### config.mk
export PLATFORM = sky130hd
export DESIGN_NAME = fp29i_to_fp16
export DESIGN_NICKNAME = d
export VERILOG_FILES = /design/src/rtl/fpalu_pkg.sv /design/src/rtl/count_lead_zero.sv /design/src/rtl/fp16_round_pack.sv /design/src/rtl/fp29i_to_fp16.sv
export SDC_FILE = /design/constraint.sdc
export NUM_CORES = 1
export LEC_CHECK = 0
export ABC_AREA = 1
export ABC_CLOCK_PERIOD_IN_PS = 2550
export BUFFER_PORTS_ARGS = -buffer_cell sky130_fd_sc_hd__buf_2
export CAP_MARGIN = 5
export CORE_MARGIN = 3
export CORE_UTILIZATION = 40
export CTS_CLUSTER_DIAMETER = 30
export DETAILED_ROUTE_END_ITERATION = 7
export HOLD_SLACK_MARGIN = 0.06
export SLEW_MARGIN = 40
export SYNTH_ARGS = -nofsm -noshare
export SYNTH_HDL_FRONTEND = slang
export SYNTH_SLANG_ARGS = --single-unit
### constraint.sdc
create_clock -name clk -period 2.55 [get_ports clk]
set_input_delay 0.51 -clock clk [delete_from_list [all_inputs] [get_ports clk]]
set_output_delay 0.51 -clock clk [all_outputs]
set_load 0.01 [all_outputs]
### src/rtl/fpalu_pkg.sv
// Shared FPALU definitions: FP29i and FP16 field widths, biases and constants.
package fpalu_pkg;

    // FP29i: sign, 6-bit exponent, 22-bit left-aligned mantissa (may be denormal).
    localparam int unsigned AL_EXPSIZE = 6;
    localparam int unsigned AL_MANSIZE = 22;
    localparam int unsigned AL_EXPBIAS = 31;

    // IEEE FP16.
    localparam int unsigned ML_EXPBIAS    = 15;
    localparam int unsigned OUT_EXPBIAS   = ML_EXPBIAS;
    localparam int unsigned FP16_EXPSIZE  = 5;
    localparam int unsigned FP16_FRACSIZE = 10;
    localparam int unsigned FP16_WIDTH    = 16;

    // Magnitude bits of FP16 infinity (sign is supplied separately).
    localparam logic [14:0] FP16_INF_MAG = 15'h7C00;

    // Aligned word handed from the align stage to round/pack.
    typedef struct packed {
        logic                     sgn;
        logic                     zero;    // input mantissa was zero
        logic                     inf;     // exponent already beyond FP16 range
        logic                     tiny;    // result was shifted into the subnormal range
        logic [FP16_EXPSIZE-1:0]  efield;  // biased FP16 exponent, 0 when subnormal
        logic [FP16_FRACSIZE-1:0] frac;    // kept fraction bits below the hidden bit
        logic                     guard;
        logic                     sticky;
    } align_t;

endpackage

### src/rtl/count_lead_zero.sv
// Leading-zero counter: zero bits above the most significant set bit; all-zero gives Width.
module count_lead_zero #(
    parameter int unsigned Width    = 22,
    parameter int unsigned CntWidth = $clog2(Width + 1)
) (
    input  logic [Width-1:0]    din_i,
    output logic [CntWidth-1:0] cnt_o
);

    // Scan upward so the last hit is the highest set bit.
    always_comb begin
        cnt_o = CntWidth'(Width);
        for (int i = 0; i < Width; i++) begin
            if (din_i[i]) begin
                cnt_o = CntWidth'(Width - 1 - i);
            end
        end
    end

endmodule

### src/rtl/fp16_round_pack.sv
// Round-to-nearest-even, FP16 packing and per-word exception flags.
module fp16_round_pack
    import fpalu_pkg::*;
(
    input  align_t                  word_i,
    output logic [FP16_WIDTH-1:0]   fp16_o,
    output logic                    ovf_o,
    output logic                    unf_o,
    output logic                    inx_o
);

    logic        rup;
    logic [14:0] mag;
    logic        ovf;
    logic        inx;

    // Fraction carry ripples into the exponent field, so subnormal->normal and
    // 30->31 (infinity) fall out of the same add.
    always_comb begin
        rup    = word_i.guard & (word_i.sticky | word_i.frac[0]);
        mag    = {word_i.efield, word_i.frac} + 15'(rup);
        ovf    = word_i.inf | (mag[14:10] == 5'h1F);
        inx    = word_i.guard | word_i.sticky | ovf;
        fp16_o = {word_i.sgn, mag};
        ovf_o  = 1'b0;
        unf_o  = 1'b0;
        inx_o  = 1'b0;
        if (word_i.zero) begin
            fp16_o = {word_i.sgn, 15'h0};
        end else begin
            if (ovf) begin
                fp16_o = {word_i.sgn, FP16_INF_MAG};
            end
            ovf_o = ovf;
            inx_o = inx;
            unf_o = word_i.tiny & inx;
        end
    end

endmodule

### src/rtl/fp29i_to_fp16.sv
// FP29i -> IEEE FP16 output converter: normalise, align, round/pack in a 3-stage
// pipeline with a single global stall and sticky exception flags.
module fp29i_to_fp16
    import fpalu_pkg::*;
(
    input  logic                    clk,
    input  logic                    rst,
    input  logic                    in_valid,
    output logic                    in_ready,
    input  logic                    in_sgn,
    input  logic [AL_EXPSIZE-1:0]   in_exp,
    input  logic [AL_MANSIZE-1:0]   in_man_dn,
    output logic                    out_valid,
    input  logic                    out_ready,
    output logic [FP16_WIDTH-1:0]   out_fp16,
    input  logic                    clr_flags,
    output logic                    flag_ovf,
    output logic                    flag_unf,
    output logic                    flag_inx
);

    localparam int unsigned ExpWidth = 8;
    localparam int unsigned LzWidth  = $clog2(AL_MANSIZE + 1);
    localparam int unsigned GuardBit = AL_MANSIZE - 2 - FP16_FRACSIZE;
    localparam logic signed [ExpWidth-1:0] ExpDiff  = ExpWidth'(AL_EXPBIAS - OUT_EXPBIAS);
    localparam logic signed [ExpWidth-1:0] MaxShift = ExpWidth'(AL_MANSIZE + 1);

    logic en;

    // S1 state: normalised mantissa and unbiased-adjusted exponent.
    logic                        s1_valid_q;
    logic                        s1_sgn_q;
    logic                        s1_zero_q;
    logic [AL_MANSIZE-1:0]       s1_man_q, s1_man_d;
    logic signed [ExpWidth-1:0]  s1_exp_q, s1_exp_d;
    logic [LzWidth-1:0]          lz;

    // S2 state.
    logic                        s2_valid_q;
    align_t                      s2_q, s2_d;
    logic signed [ExpWidth-1:0]  e16;
    logic signed [ExpWidth-1:0]  d_full;
    logic [4:0]                  d;
    logic [AL_MANSIZE-1:0]       m_aligned;
    logic [AL_MANSIZE-1:0]       lost_mask;
    logic                        unused_hidden;

    // S3 / output state.
    logic                        out_valid_q;
    logic [FP16_WIDTH-1:0]       out_fp16_q;
    logic                        word_ovf_q, word_unf_q, word_inx_q;
    logic [FP16_WIDTH-1:0]       rp_fp16;
    logic                        rp_ovf, rp_unf, rp_inx;

    logic flag_ovf_q, flag_ovf_d;
    logic flag_unf_q, flag_unf_d;
    logic flag_inx_q, flag_inx_d;

    assign en       = ~out_valid_q | out_ready;
    assign in_ready = en;

    count_lead_zero #(
        .Width    (AL_MANSIZE),
        .CntWidth (LzWidth)
    ) u_clz (
        .din_i (in_man_dn),
        .cnt_o (lz)
    );

    // S1: shift the leading one to the top and compensate the exponent.
    always_comb begin
        s1_man_d = in_man_dn << lz;
        s1_exp_d = $signed(ExpWidth'(in_exp)) - $signed(ExpWidth'(lz));
    end

    // S2: rebias to FP16, denormalise below the normal range and collect round bits.
    always_comb begin
        e16    = s1_exp_q - ExpDiff;
        d_full = 8'sd1 - e16;
        if (e16 >= 8'sd1) begin
            d = 5'd0;
        end else if (d_full > MaxShift) begin
            d = MaxShift[4:0];
        end else begin
            d = d_full[4:0];
        end
        m_aligned = s1_man_q >> d;
        // A shift past the full width leaves the mask all ones: everything is sticky.
        lost_mask = ~({AL_MANSIZE{1'b1}} << d);

        s2_d.sgn    = s1_sgn_q;
        s2_d.zero   = s1_zero_q;
        s2_d.inf    = (e16 >= 8'sd31);
        s2_d.tiny   = (d != 5'd0);
        s2_d.efield = (d == 5'd0) ? e16[FP16_EXPSIZE-1:0] : '0;
        s2_d.frac   = m_aligned[GuardBit+FP16_FRACSIZE:GuardBit+1];
        s2_d.guard  = m_aligned[GuardBit];
        s2_d.sticky = (|(s1_man_q & lost_mask)) | (|m_aligned[GuardBit-1:0]);
    end

    // The hidden bit is implied by efield and never stored.
    assign unused_hidden = m_aligned[AL_MANSIZE-1];

    fp16_round_pack u_round_pack (
        .word_i (s2_q),
        .fp16_o (rp_fp16),
        .ovf_o  (rp_ovf),
        .unf_o  (rp_unf),
        .inx_o  (rp_inx)
    );

    // Pipeline registers: all stages advance together on en, otherwise hold.
    always_ff @(posedge clk or posedge rst) begin
        if (rst) begin
            s1_valid_q  <= 1'b0;
            s1_sgn_q    <= 1'b0;
            s1_zero_q   <= 1'b0;
            s1_man_q    <= '0;
            s1_exp_q    <= '0;
            s2_valid_q  <= 1'b0;
            s2_q        <= '0;
            out_valid_q <= 1'b0;
            out_fp16_q  <= '0;
            word_ovf_q  <= 1'b0;
            word_unf_q  <= 1'b0;
            word_inx_q  <= 1'b0;
        end else if (en) begin
            s1_valid_q  <= in_valid;
            s1_sgn_q    <= in_sgn;
            s1_zero_q   <= (in_man_dn == '0);
            s1_man_q    <= s1_man_d;
            s1_exp_q    <= s1_exp_d;
            s2_valid_q  <= s1_valid_q;
            s2_q        <= s2_d;
            out_valid_q <= s2_valid_q;
            out_fp16_q  <= rp_fp16;
            word_ovf_q  <= rp_ovf;
            word_unf_q  <= rp_unf;
            word_inx_q  <= rp_inx;
        end
    end

    // Sticky flags: a word leaving the pipe sets, clr_flags clears, set wins.
    always_comb begin
        flag_ovf_d = clr_flags ? 1'b0 : flag_ovf_q;
        flag_unf_d = clr_flags ? 1'b0 : flag_unf_q;
        flag_inx_d = clr_flags ? 1'b0 : flag_inx_q;
        if (out_valid_q && out_ready) begin
            flag_ovf_d = flag_ovf_d | word_ovf_q;
            flag_unf_d = flag_unf_d | word_unf_q;
            flag_inx_d = flag_inx_d | word_inx_q;
        end
    end

    // Flag registers.
    always_ff @(posedge clk or posedge rst) begin
        if (rst) begin
            flag_ovf_q <= 1'b0;
            flag_unf_q <= 1'b0;
            flag_inx_q <= 1'b0;
        end else begin
            flag_ovf_q <= flag_ovf_d;
            flag_unf_q <= flag_unf_d;
            flag_inx_q <= flag_inx_d;
        end
    end

    assign out_valid = out_valid_q;
    assign out_fp16  = out_fp16_q;
    assign flag_ovf  = flag_ovf_q;
    assign flag_unf  = flag_unf_q;
    assign flag_inx  = flag_inx_q;

endmodule
==> results of run 1 <==
[flip-flops by register name, summed over array words and instances (netlist names)]
| register | flops |
|---|---|
| s1_zero_q | 1 |
| s1_valid_q | 1 |
| flag_unf | 1 |
| s2_valid_q | 1 |
| word_unf_q | 1 |
| s1_exp_q | 7 |
| s2_q | 21 |
| flag_ovf | 1 |
| out_fp16 | 16 |
| out_valid | 1 |
| word_ovf_q | 1 |
| s1_sgn_q | 1 |
| word_inx_q | 1 |
| s1_man_q | 22 |
| flag_inx | 1 |
[worst paths after layout]
check	from	to	cells past startpoint
setup / recovery	s1_exp_q[5]	s2_q[0]	22
hold reg to reg	s2_valid_q	out_valid	1
min in group clk	in_valid	s1_valid_q	3
hold / removal	rst	s1_exp_q[6]	2
max in group asynchronous	rst	s2_q[11]	3
setup reg to reg	s1_exp_q[5]	s2_q[0]	22
[layout by cell type, fill, tap and decap left out, drive strengths merged, types with 3 or more instances in the layout]
cell type / instances
nand3: 117
o22ai: 18
or2: 5
o41ai: 4
a32o: 6
nand2: 254
o211ai: 5
nor2: 61
nand3b: 3
xnor2: 3
a21oi: 21
o21ai: 99
clkinv: 6
ha: 11
clkbuf: 14
inv: 105
nand4: 8
buf: 214
dfrtp: 77
nor3: 8
xor2: 9
[power breakdown]
group	total [mW]	switching [mW]	internal [mW]
Clock	1.32	0.555	0.767
Sequential	1.96	0.315	1.65
Combinational	5.87	3.18	2.69
[cell type report]
class                      count  area (sq um)  share of cell area
inverter                     108         431.7             0.04772
multi-input combinational    655          4428              0.4896
tap                          180         225.2             0.02490
clock inverter                 6         71.32            0.007885
timing repair buffer         218          1733              0.1916
sequential                    77          1927              0.2130
clock buffer                  10         229.0             0.02531
[cells in the mapped netlist, types with 2 or more instances]
cell,count
a21oi_1,20
a31oi_1,2
a32o_1,6
buf_1,4
buf_2,7
buf_4,2
buf_6,3
clkbuf_1,17
clkinv_1,3
dfrtp_1,77
ha_1,11
inv_1,101
inv_2,4
mux2i_1,2
nand2_1,248
nand2_2,5
nand3_1,117
nand3b_1,3
nand4_1,8
nor2_1,59
nor2_2,2
nor3_1,8
o211ai_1,5
o21ai_0,66
o21ai_1,27
o21ai_2,6
o21bai_1,2
o221ai_1,2
o22ai_1,18
o31ai_1,2
o41ai_1,4
or2_1,3
or2_2,2
xnor2_1,2
xor2_1,9
[what timing repair did]
| item | 4_1_cts | 5_1_grt |
|---|---|---|
| resized for setup | 49 | 266 |
| hold buffers | 0 | 0 |
| pin swaps | 22 | 77 |
| gates cloned | 1 | 4 |
| buffers inserted | 9 | 16 |
| endpoints found under the setup margin | 35 | 64 |
[through the flow]
stage | total power [mW] | instances | hold WS [ns] | util | cell area, sq um
after global placement | 6.483 | 1209 | 0.4476 | 0.5173 | 7236
after global routing | 9.826 | 1254 | 0.2216 | 0.6466 | 9045
after detailed placement | 6.511 | 1209 | 0.4481 | 0.5173 | 7236
final | 9.155 | 1254 | 0.1761 | 0.6466 | 9045
after CTS | 8.160 | 1235 | 0.1989 | 0.5544 | 7755
after floorplan | 4.568 | 872 | 0.4400 | - | 5853
[layer usage]
layer | global-route usage | up-vias | part of all wire
li1 | - | 3327 | -
met4 | 0.09716 | 0 | 0.029
met1 | 0.2919 | 3115 | 0.42
met2 | 0.3716 | 189 | 0.51
met5 | 0 | - | 0
met3 | 0.02714 | 43 | 0.041
[kinds of logic (layout without fill, tap and decap cells)]
group | count (synthesis) | in the layout | share of synthesized area
buffers and inverters | 141 | 342 | 0.09891
flip-flops | 77 | 77 | 0.3355
XOR/XNOR | 12 | 12 | 0.01961
adder cells (fa/ha/maj) | 12 | 12 | 0.02745
AO/OA/AOI/OAI | 172 | 172 | 0.1787
multiplexers | 2 | 2 | 0.003486
AND/OR/NAND/NOR | 456 | 457 | 0.3364
==> metrics.md, run 1 <==
| Metric | Value |
|---|---|
| Maximum clock rate | `about 0.35 GHz` |
| Reg2Reg Setup Slack | `-0.30 ns` |
| Status | `finished with violations` |
| Worst path top cell family by delay | `simple AND/OR/NAND/NOR gates` |
| IO Pins | `55` |
| Routed len/inst | `15.32 um` |
| Clock Latency Late Sink | `roughly 0.35 ns` |
| Post-DP HPWL | `13.05 mm` |
| Worst setup EP type | `flop` |
| Setup-failing EPs final | `31` |
| Drt first pass iters | `5` |
| Top cells by area, synth | `dfrtp_1 34%, nand2_1 16%, nand3_1 10%` |
| Synth area leader | `dfrtp_1` |
| Unrepaired setup endpoints after global routing | `yes` |
| Cell repeated most along the worst path | `nand2_1` |
| Synth Warn # | `0` |
| Critical-path cell list | `inv_2 -> ha_4 -> xnor2_2 -> nand2_1 -> nor2_2 -> xnor2_1 -> nand2_2 -> nand2_4 -> nand2_8 -> buf_6 -> o21ai_1 -> nand2_1 -> o21ai_2 -> nand2_1 -> o21ai_0 -> nand3_1 -> a21oi_1 -> nand3b_1 -> nand2_1 -> nand2_1 -> nand2_1 -> a21oi_1` |
| Final min period | `2.851 ns` |
| Synth-to-Final Area Change | `57.49%` |
| Die Area | `between 0.015 and 0.02 sq mm` |
| Rel. slew slack | `0.6450` |
| Post-Syn Area | `between 0.005 and 0.006 sq mm` |
| Worst-case clock buffer depth | `2` |
| Initial antenna violation count | `0` |
| Post-Syn Nets | `slightly above 900` |
| GR Util All Layers | `0.2227` |
| Final wirelength | `~19 mm` |
| Clock sink count | `77` |
| Crit-path max cell delay | `0.37 ns` |
| Layout cells sized above 1 | `0.4348` |
| Dpl ws | `-0.3971 ns` |
| Maximum number of pins on one net before global-route repair | `49` |
| Lkg Pwr | `4.424 nW` |
| #FFs+latches synth | `just under 80` |
| Slowest-stage cell, CP | `dfrtp_1` |
| Unique masters post-synth | `50` |
| Ys flop type | `dfrtp_1` |
| Iteration-0 DRC count of the detailed router | `about 520` |
| Kind of critical path | `reg2reg` |
| Worst-path fanout max | `7` |
| Crit path buf inv count | `2` |
| PnR worst setup slack | `-0.3011 ns` |
| Remaining routing DRC violations | `0` |
| Max Transition Viols Final | `0` |
| Starting density of the core | `0.4106` |
| Period utilisation layout | `1.118` |
| GR Overflow Total | `0` |
| Vias | `~6,700` |
| Max-Cap Viols | `0` |
| Post-synthesis sequential area ratio | `0.3355` |
| Fin nets | `between 1,000 and 1,500` |
| H-Tree Level Count | `3` |
| Arr. time, crit path | `a little over 3 ns` |
| TritonCTS clock tree | `built` |
| Setup TNS | `-3.957 ns` |
| Inserted Diodes | `0` |
| Via density | `roughly 5.3` |
| Type of the worst min-delay path | `in2async` |
| Syn Inst Count | `roughly 870` |
| Post-synth EDFFs | `0` |
| Port bufs | `between 50 and 60` |
| Antenna Violating Nets Remaining | `0` |
| Req. time, crit path | `2.79 ns` |
| Post-synth top area share | `0.3355` |
| Failing checks | `setup timing` |
| Synth Area per Inst | `6.586 sq um` |
| Clock skew | `about 0.012 ns` |
| Power density over the cells | `around 1000 mW/mm^2` |
| Row count | `43` |
| Die Width | `approximately 130 um` |
| Worst setup SP type | `flop` |
| DIE HEIGHT | `around 130 um` |
| FILL cells | `around 1,200` |
| Worst-path clk slew | `roughly 0.06 ns` |
| Inserted Clock Buffers | `9` |
| First-pass GRT wire length | `29.01 mm` |
| Core area | `about 0.014 sq mm` |
| Worst vdd ir | `550.7 uV` |
| Asr flop ratio synth | `1.000` |
| Slew @ Worst Pin | `about 0.53 ns` |
| Vias in the first global route | `just over 6,000` |
| Gpl congestion | `approximately 0.96` |
| Final Hold Viols | `0` |
| Clk root buf | `clkbuf_16` |
No activity file was read; power rests on OpenSTA's default activity.
==> inputs of run 2 (changes only) <==
Settings changed: BUFFER_PORTS_ARGS -buffer_cell sky130_fd_sc_hd__buf_2 to -buffer_cell sky130_fd_sc_hd__buf_4.
==> metrics.md, run 2 (synthesis gave the netlist of run 1 again) <==
| Metric | Value |
|---|---|
| Clock skew | `between 0.007 and 0.008 ns` |
| Reg2Reg Setup Slack | `-0.38 ns` |
| PnR worst setup slack | `-0.3819 ns` |
| Worst-path fanout max | `3` |
| Maximum clock rate | `~0.34 GHz` |
| Rel. slew slack | `0.5364` |
| Die Area | `roughly 0.016 sq mm` |
| Inserted Diodes | `0` |
| Register area | `roughly 0.0019 sq mm` |
| Setup TNS | `-6.259 ns` |
| GR Util All Layers | `0.2371` |
| Clk root buf | `clkbuf_16` |
| Worst r2r src | `s1_exp_q[5]` |
| Worst-case clock buffer depth | `2` |
| Via density | `between 5 and 6` |
| Vias | `~6,800` |
| Final wirelength | `roughly 19 mm` |
| Worst reg2reg path depth | `17` |
| Die Width | `125.8 um` |
| Hold bufs inserted after CTS | `0` |
| Slowest-stage cell, CP | `dfrtp_1` |
| Clock Latency Late Sink | `0.35 ns` |
| Commonest non-fill, non-tap cell in the layout | `nand2_1` |
| Initial antenna violation count | `0` |
| Layout cells sized above 1 | `0.4125` |
| GR Overflow Total | `0` |
| Iteration-0 DRC count of the detailed router | `roughly 430` |
| Antenna Violating Nets Remaining | `0` |
| Remaining routing DRC violations | `0` |
| First-pass GRT wire length | `roughly 31 mm` |
| Post-DP HPWL | `around 13 mm` |
| Max reg flops | `22` |
| Worst setup EP type | `flop` |
| Setup-failing EPs final | `38` |
| Lkg Pwr | `roughly 4.5 nW` |
| DIE HEIGHT | `between 100 and 150 um` |
| Maximum number of pins on one net before global-route repair | `49` |
| Clock sink count | `77` |
| Kind of critical path | `reg2reg` |
| Worst vdd ir | `a little under 500 uV` |
| Combined area of the multi-input logic cells | `approximately 0.0041 sq mm` |
| IO Pins | `between 50 and 60` |
| Max-Cap Viols | `0` |
| Req. time, crit path | `around 2.8 ns` |
| Failing checks | `setup timing` |
| Fin nets | `between 1,000 and 1,500` |
| Core area | `0.01399 sq mm` |
| Power Total | `about 10 mW` |
| Top reg by flops | `s1_man_q` |
| FILL cells | `around 1,200` |
| Row count | `43` |
| Arr. time, crit path | `3.17 ns` |
| Crit-path max cell delay | `around 0.40 ns` |
| Placed Area | `0.007478 sq mm` |
| Commonest cells after routing, fill and taps aside | `212 x nand2_1, 192 x buf_4, 88 x inv_1, 85 x nand3_1, 77 x dfrtp_1` |
| Final Hold Viols | `0` |
| Slew @ Worst Pin | `between 0.6 and 0.7 ns` |
| Unrepaired setup endpoints after global routing | `yes` |
| Routed len/inst | `around 15 um` |
| Status | `finished with violations` |
| Worst setup SP type | `flop` |
| Synth-to-Final Area Change | `59.48%` |
| Starting density of the core | `0.4106` |
| Period utilisation layout | `1.150` |
| Max Transition Viols Final | `0` |
| Final core utilization | `0.6547` |
| Final min period | `2.932 ns` |
| Port bufs | `54` |
| TritonCTS clock tree | `built` |
| Type of the worst min-delay path | `in2async` |
| Finished Cell Area | `between 0.009 and 0.01 sq mm` |
| Critical-path cell list | `inv_2 -> buf_6 -> ha_4 -> nand4_1 -> xor2_2 -> nand3_1 -> nand2_2 -> buf_6 -> inv_8 -> or2_1 -> nand2_2 -> inv_4 -> or2_1 -> a221oi_2 -> nand3_1 -> nor2_2 -> a21oi_1` |
| R2r endpoint | `s2_q[0]` |
| H-Tree Level Count | `3` |
| Vias in the first global route | `~6,600` |
| Inserted Clock Buffers | `9` |
| Drt first pass iters | `5` |
| Worst-path clk slew | `about 0.060 ns` |
| Gpl congestion | `roughly 0.9` |
| Power density over the cells | `1088 mW/mm^2` |
[run 2: timing repair]
action | in CTS | in global routing
endpoints found under the setup margin | 36 | 56
pin swaps | 31 | 61
gates resized for setup | 108 | 175
cloned | 4 | 0
setup buffers | 21 | 23
[run 2: stage by stage]
step | hold slack, ns | cells | worst slack, ns
CTS | 0.1974 | 1264 | -0.2767
detailed placement | 0.4572 | 1225 | -0.5175
finish | 0.1840 | 1283 | -0.3819
global placement | 0.4453 | 1225 | -0.4351
floorplan | 0.4400 | 872 | -0.07516
global route | 0.2276 | 1283 | -0.5246
[run 2: worst max-delay path, delay by kind of cell, from the launching register on]
kind | cells | cell delay (ns)
xor+xnor | 1 | 0.21
compound gates | 2 | 0.34
fa+ha+maj | 1 | 0.12
simple gates | 8 | 1.32
buf+inv | 5 | 0.45
flops | 1 | 0.40
[run 2: worst max-delay path by stage]
stage | from | end | slack, ns | cells past startpoint
floorplan | s1_exp_q[4] | s2_q[0] | -0.08 | 22
global placement | s2_q[2] | word_inx_q | -0.44 | 19
detailed placement | s2_q[2] | word_inx_q | -0.52 | 19
CTS | s2_q[2] | word_unf_q | -0.28 | 18
global route | s2_q[0] | out_fp16[0] | -0.52 | 20
finish | s1_exp_q[5] | s2_q[0] | -0.38 | 17
[run 2: cell type report]
class / count / area share
Sequential cell: 77 / 0.2104
Clock inverter: 6 / 0.01025
Timing Repair Buffer: 246 / 0.2295
Multi-Input combinational cell: 656 / 0.4504
Tap cell: 180 / 0.02459
Inverter: 108 / 0.04877
Clock buffer: 10 / 0.02609
[run 2: report_power, final]
part           switching [mW]  internal, mW  leakage, nW
Sequential              0.322          1.65        0.953
Clock                   0.539         0.892        0.160
Combinational            3.39          3.17         3.43
[run 2: per-layer routing]
layer / up-vias / routed length (um) / global-route usage
met5: - / 0 / 0
met4: 0 / 569 / 0.08833
li1: 3373 / - / -
met3: 47 / 725 / 0.03690
met2: 159 / 10030 / 0.4216
met1: 3186 / 7957 / 0.2900
==> inputs of run 3 (changes only) <==
Settings changed: CORE_UTILIZATION 40 to 28.
==> metrics.md, run 3 (synthesis gave the netlist of run 1 again) <==
| Metric | Value |
|---|---|
| Core area | `between 0.015 and 0.02 sq mm` |
| Rel. slew slack | `0.5967` |
| Power Total | `roughly 10 mW` |
| Worst setup EP type | `flop` |
| Starting density of the core | `0.2903` |
| Critical Path End | `word_inx_q` |
| Routed len/inst | `14.86 um` |
| Arr. time, crit path | `3.27 ns` |
| Worst reg2reg path depth | `20` |
| Setup TNS | `-7.813 ns` |
| Worst r2r src | `s2_q[2]` |
| Register area | `roughly 0.0019 sq mm` |
| DIE HEIGHT | `about 150 um` |
| Period utilisation layout | `1.197` |
| GR Util All Layers | `0.1701` |
| Critical path origin | `s2_q[2]` |
| Die Area | `0.02227 sq mm` |
| Gpl congestion | `0.9089` |
| Vias | `around 6,800` |
| Worst setup SP type | `flop` |
| Combined area of the multi-input logic cells | `approximately 0.004 sq mm` |
| Failing checks | `setup timing` |
| IO Pins | `55` |
| Final min period | `3.053 ns` |
| Type of the worst min-delay path | `in2async` |
| Slew @ Worst Pin | `around 0.60 ns` |
| H-Tree Level Count | `3` |
| Setup-failing EPs final | `30` |
| Iteration-0 DRC count of the detailed router | `about 310` |
| Port bufs | `54` |
| Reg2Reg Setup Slack | `-0.50 ns` |
| Max-Cap Viols | `0` |
| Status | `finished with violations` |
| Max reg flops | `22` |
| Worst-case clock buffer depth | `2` |
| Final wirelength | `roughly 20 mm` |
| Top reg by flops | `s1_man_q` |
| Clock skew | `0.005284 ns` |
| Maximum number of pins on one net before global-route repair | `78` |
| Commonest non-fill, non-tap cell in the layout | `nand2_1` |
| Fin nets | `1,148` |
| R2r endpoint | `word_inx_q` |
| Worst-path clk slew | `roughly 0.06 ns` |
| Req. time, crit path | `~2.8 ns` |
| Wire length on met3 | `~850 um` |
| Synth-to-Final Area Change | `62.20%` |
| Drt first pass iters | `5` |
| Layout cells sized above 1 | `0.3975` |
| Antenna Violating Nets Remaining | `0` |
| GR Overflow Total | `0` |
| First-pass GRT wire length | `slightly above 30 mm` |
| Max Transition Viols Final | `0` |
| Die Width | `roughly 150 um` |
| Inserted Clock Buffers | `9` |
| Worst-path fanout max | `3` |
| Final core utilization | `0.4709` |
| Unrepaired setup endpoints after global routing | `yes` |
| TritonCTS clock tree | `built` |
| Initial antenna violation count | `0` |
| Routed length on met1 | `a little under 9 mm` |
| PnR worst setup slack | `-0.5031 ns` |
| Kind of critical path | `reg2reg` |
| Clk root buf | `clkbuf_16` |
| Remaining routing DRC violations | `0` |
| DR top layer | `met4` |
| Post-DP HPWL | `roughly 13 mm` |
| Metal2 WL | `10.38 mm` |
| Commonest cells after routing, fill and taps aside | `217 x nand2_1, 209 x buf_4, 94 x nand3_1, 86 x inv_1, 77 x dfrtp_1` |
| Row count | `roughly 50` |
| FILL cells | `just under 2,000` |
| Hold bufs inserted after CTS | `0` |
| Vias in the first global route | `~6,500` |
| Clock sink count | `slightly below 80` |
| Maximum clock rate | `0.3275 GHz` |
| Inserted Diodes | `0` |
| Power density over the cells | `roughly 1100 mW/mm^2` |
| Via density | `a little under 5` |
| Worst vdd ir | `around 500 uV` |
| Final Hold Viols | `0` |
| Clock Latency Late Sink | `roughly 0.35 ns` |
| Lkg Pwr | `between 4 and 5 nW` |
==> run 3: cell types whose count changed in the layout (fill, tap and decap cells not counted), moves of 5 or more <==
cell / before / now
buf_12: 3 / 8
buf_4: 192 / 209
buf_6: 46 / 25
clkbuf_16: 9 / 14
nand2_1: 212 / 217
nand2_2: 30 / 24
nand3_1: 85 / 94
nand3_2: 30 / 22
nor2_2: 14 / 8
nor2_4: 8 / 13
o21ai_0: 23 / 29
==> run 3: final cells by class <==
class	instances	area share
tap	265	0.03559
sequential	77	0.2069
clock buffer	9	0.02418
clock inverter	7	0.01034
inverter	108	0.04741
timing repair buffer	252	0.2373
multi-input combinational	654	0.4383
==> run 3: routing by layer <==
| layer | global-route usage | vias to the layer above |
|---|---|---|
| li1 | - | 3366 |
| met3 | 0.02218 | 32 |
| met4 | 0.05675 | 0 |
| met2 | 0.2976 | 172 |
| met1 | 0.2166 | 3191 |
| met5 | 0 | - |
==> run 3: through the flow <==
stage	hold slack (ns)	worst slack, ns	cell area (sq um)	std cells
6_report	0.2609	-0.5031	9315	1372
3_3_place_gp	0.4559	-0.3935	7481	1293
5_1_grt	0.3052	-0.6285	9315	1372
4_1_cts	0.2694	-0.2335	8242	1346
3_5_place_dp	0.4666	-0.3479	7481	1293
2_1_floorplan	0.4400	-0.07516	5853	872
==> run 3: repair_timing <==
| item | 4_1_cts | 5_1_grt |
|---|---|---|
| resized for setup | 47 | 207 |
| cloned | 0 | 6 |
| endpoints found under the setup margin | 27 | 62 |
| buffers inserted | 39 | 26 |
| pin swaps | 18 | 67 |
==> run 3: worst min path at each step <==
| stage | slack (ns) | depth (start not counted) | startpoint | endpoint |
|---|---|---|---|---|
| finish | 0.26 | 3 | rst | s1_valid_q |
| global route | 0.31 | 3 | rst | s2_q[16] |
| CTS | 0.27 | 3 | rst | s2_q[16] |
| detailed placement | 0.47 | 1 | s2_valid_q | out_valid |
| global placement | 0.46 | 2 | s2_q[20] | out_fp16[15] |
| floorplan | 0.44 | 1 | s2_valid_q | out_valid |
==> run 3: power breakdown <==
part | switching [mW] | internal (mW) | total, mW
sequential | 0.334 | 1.65 | 1.98
clock | 0.532 | 0.862 | 1.39
combinational | 3.44 | 3.23 | 6.67
total | 4.30 | 5.74 | 10.0
==> run 3: critical path, stage by stage, from the launching register on <==
cell and delay (ns):
dfrtp_1 0.38, o21a_1 0.18, ha_4 0.18, nand3_4 0.09
nor2_4 0.12, inv_2 0.06, nor2_4 0.13, inv_2 0.06
nor2_4 0.12, inv_2 0.07, nor3_4 0.21, inv_2 0.09
nor2_4 0.13, nand4_1 0.12, xor2_1 0.22, nor2_1 0.08
nand4_1 0.10, nand2_2 0.08, buf_6 0.12, o31ai_4 0.27
o21ai_1 0.10
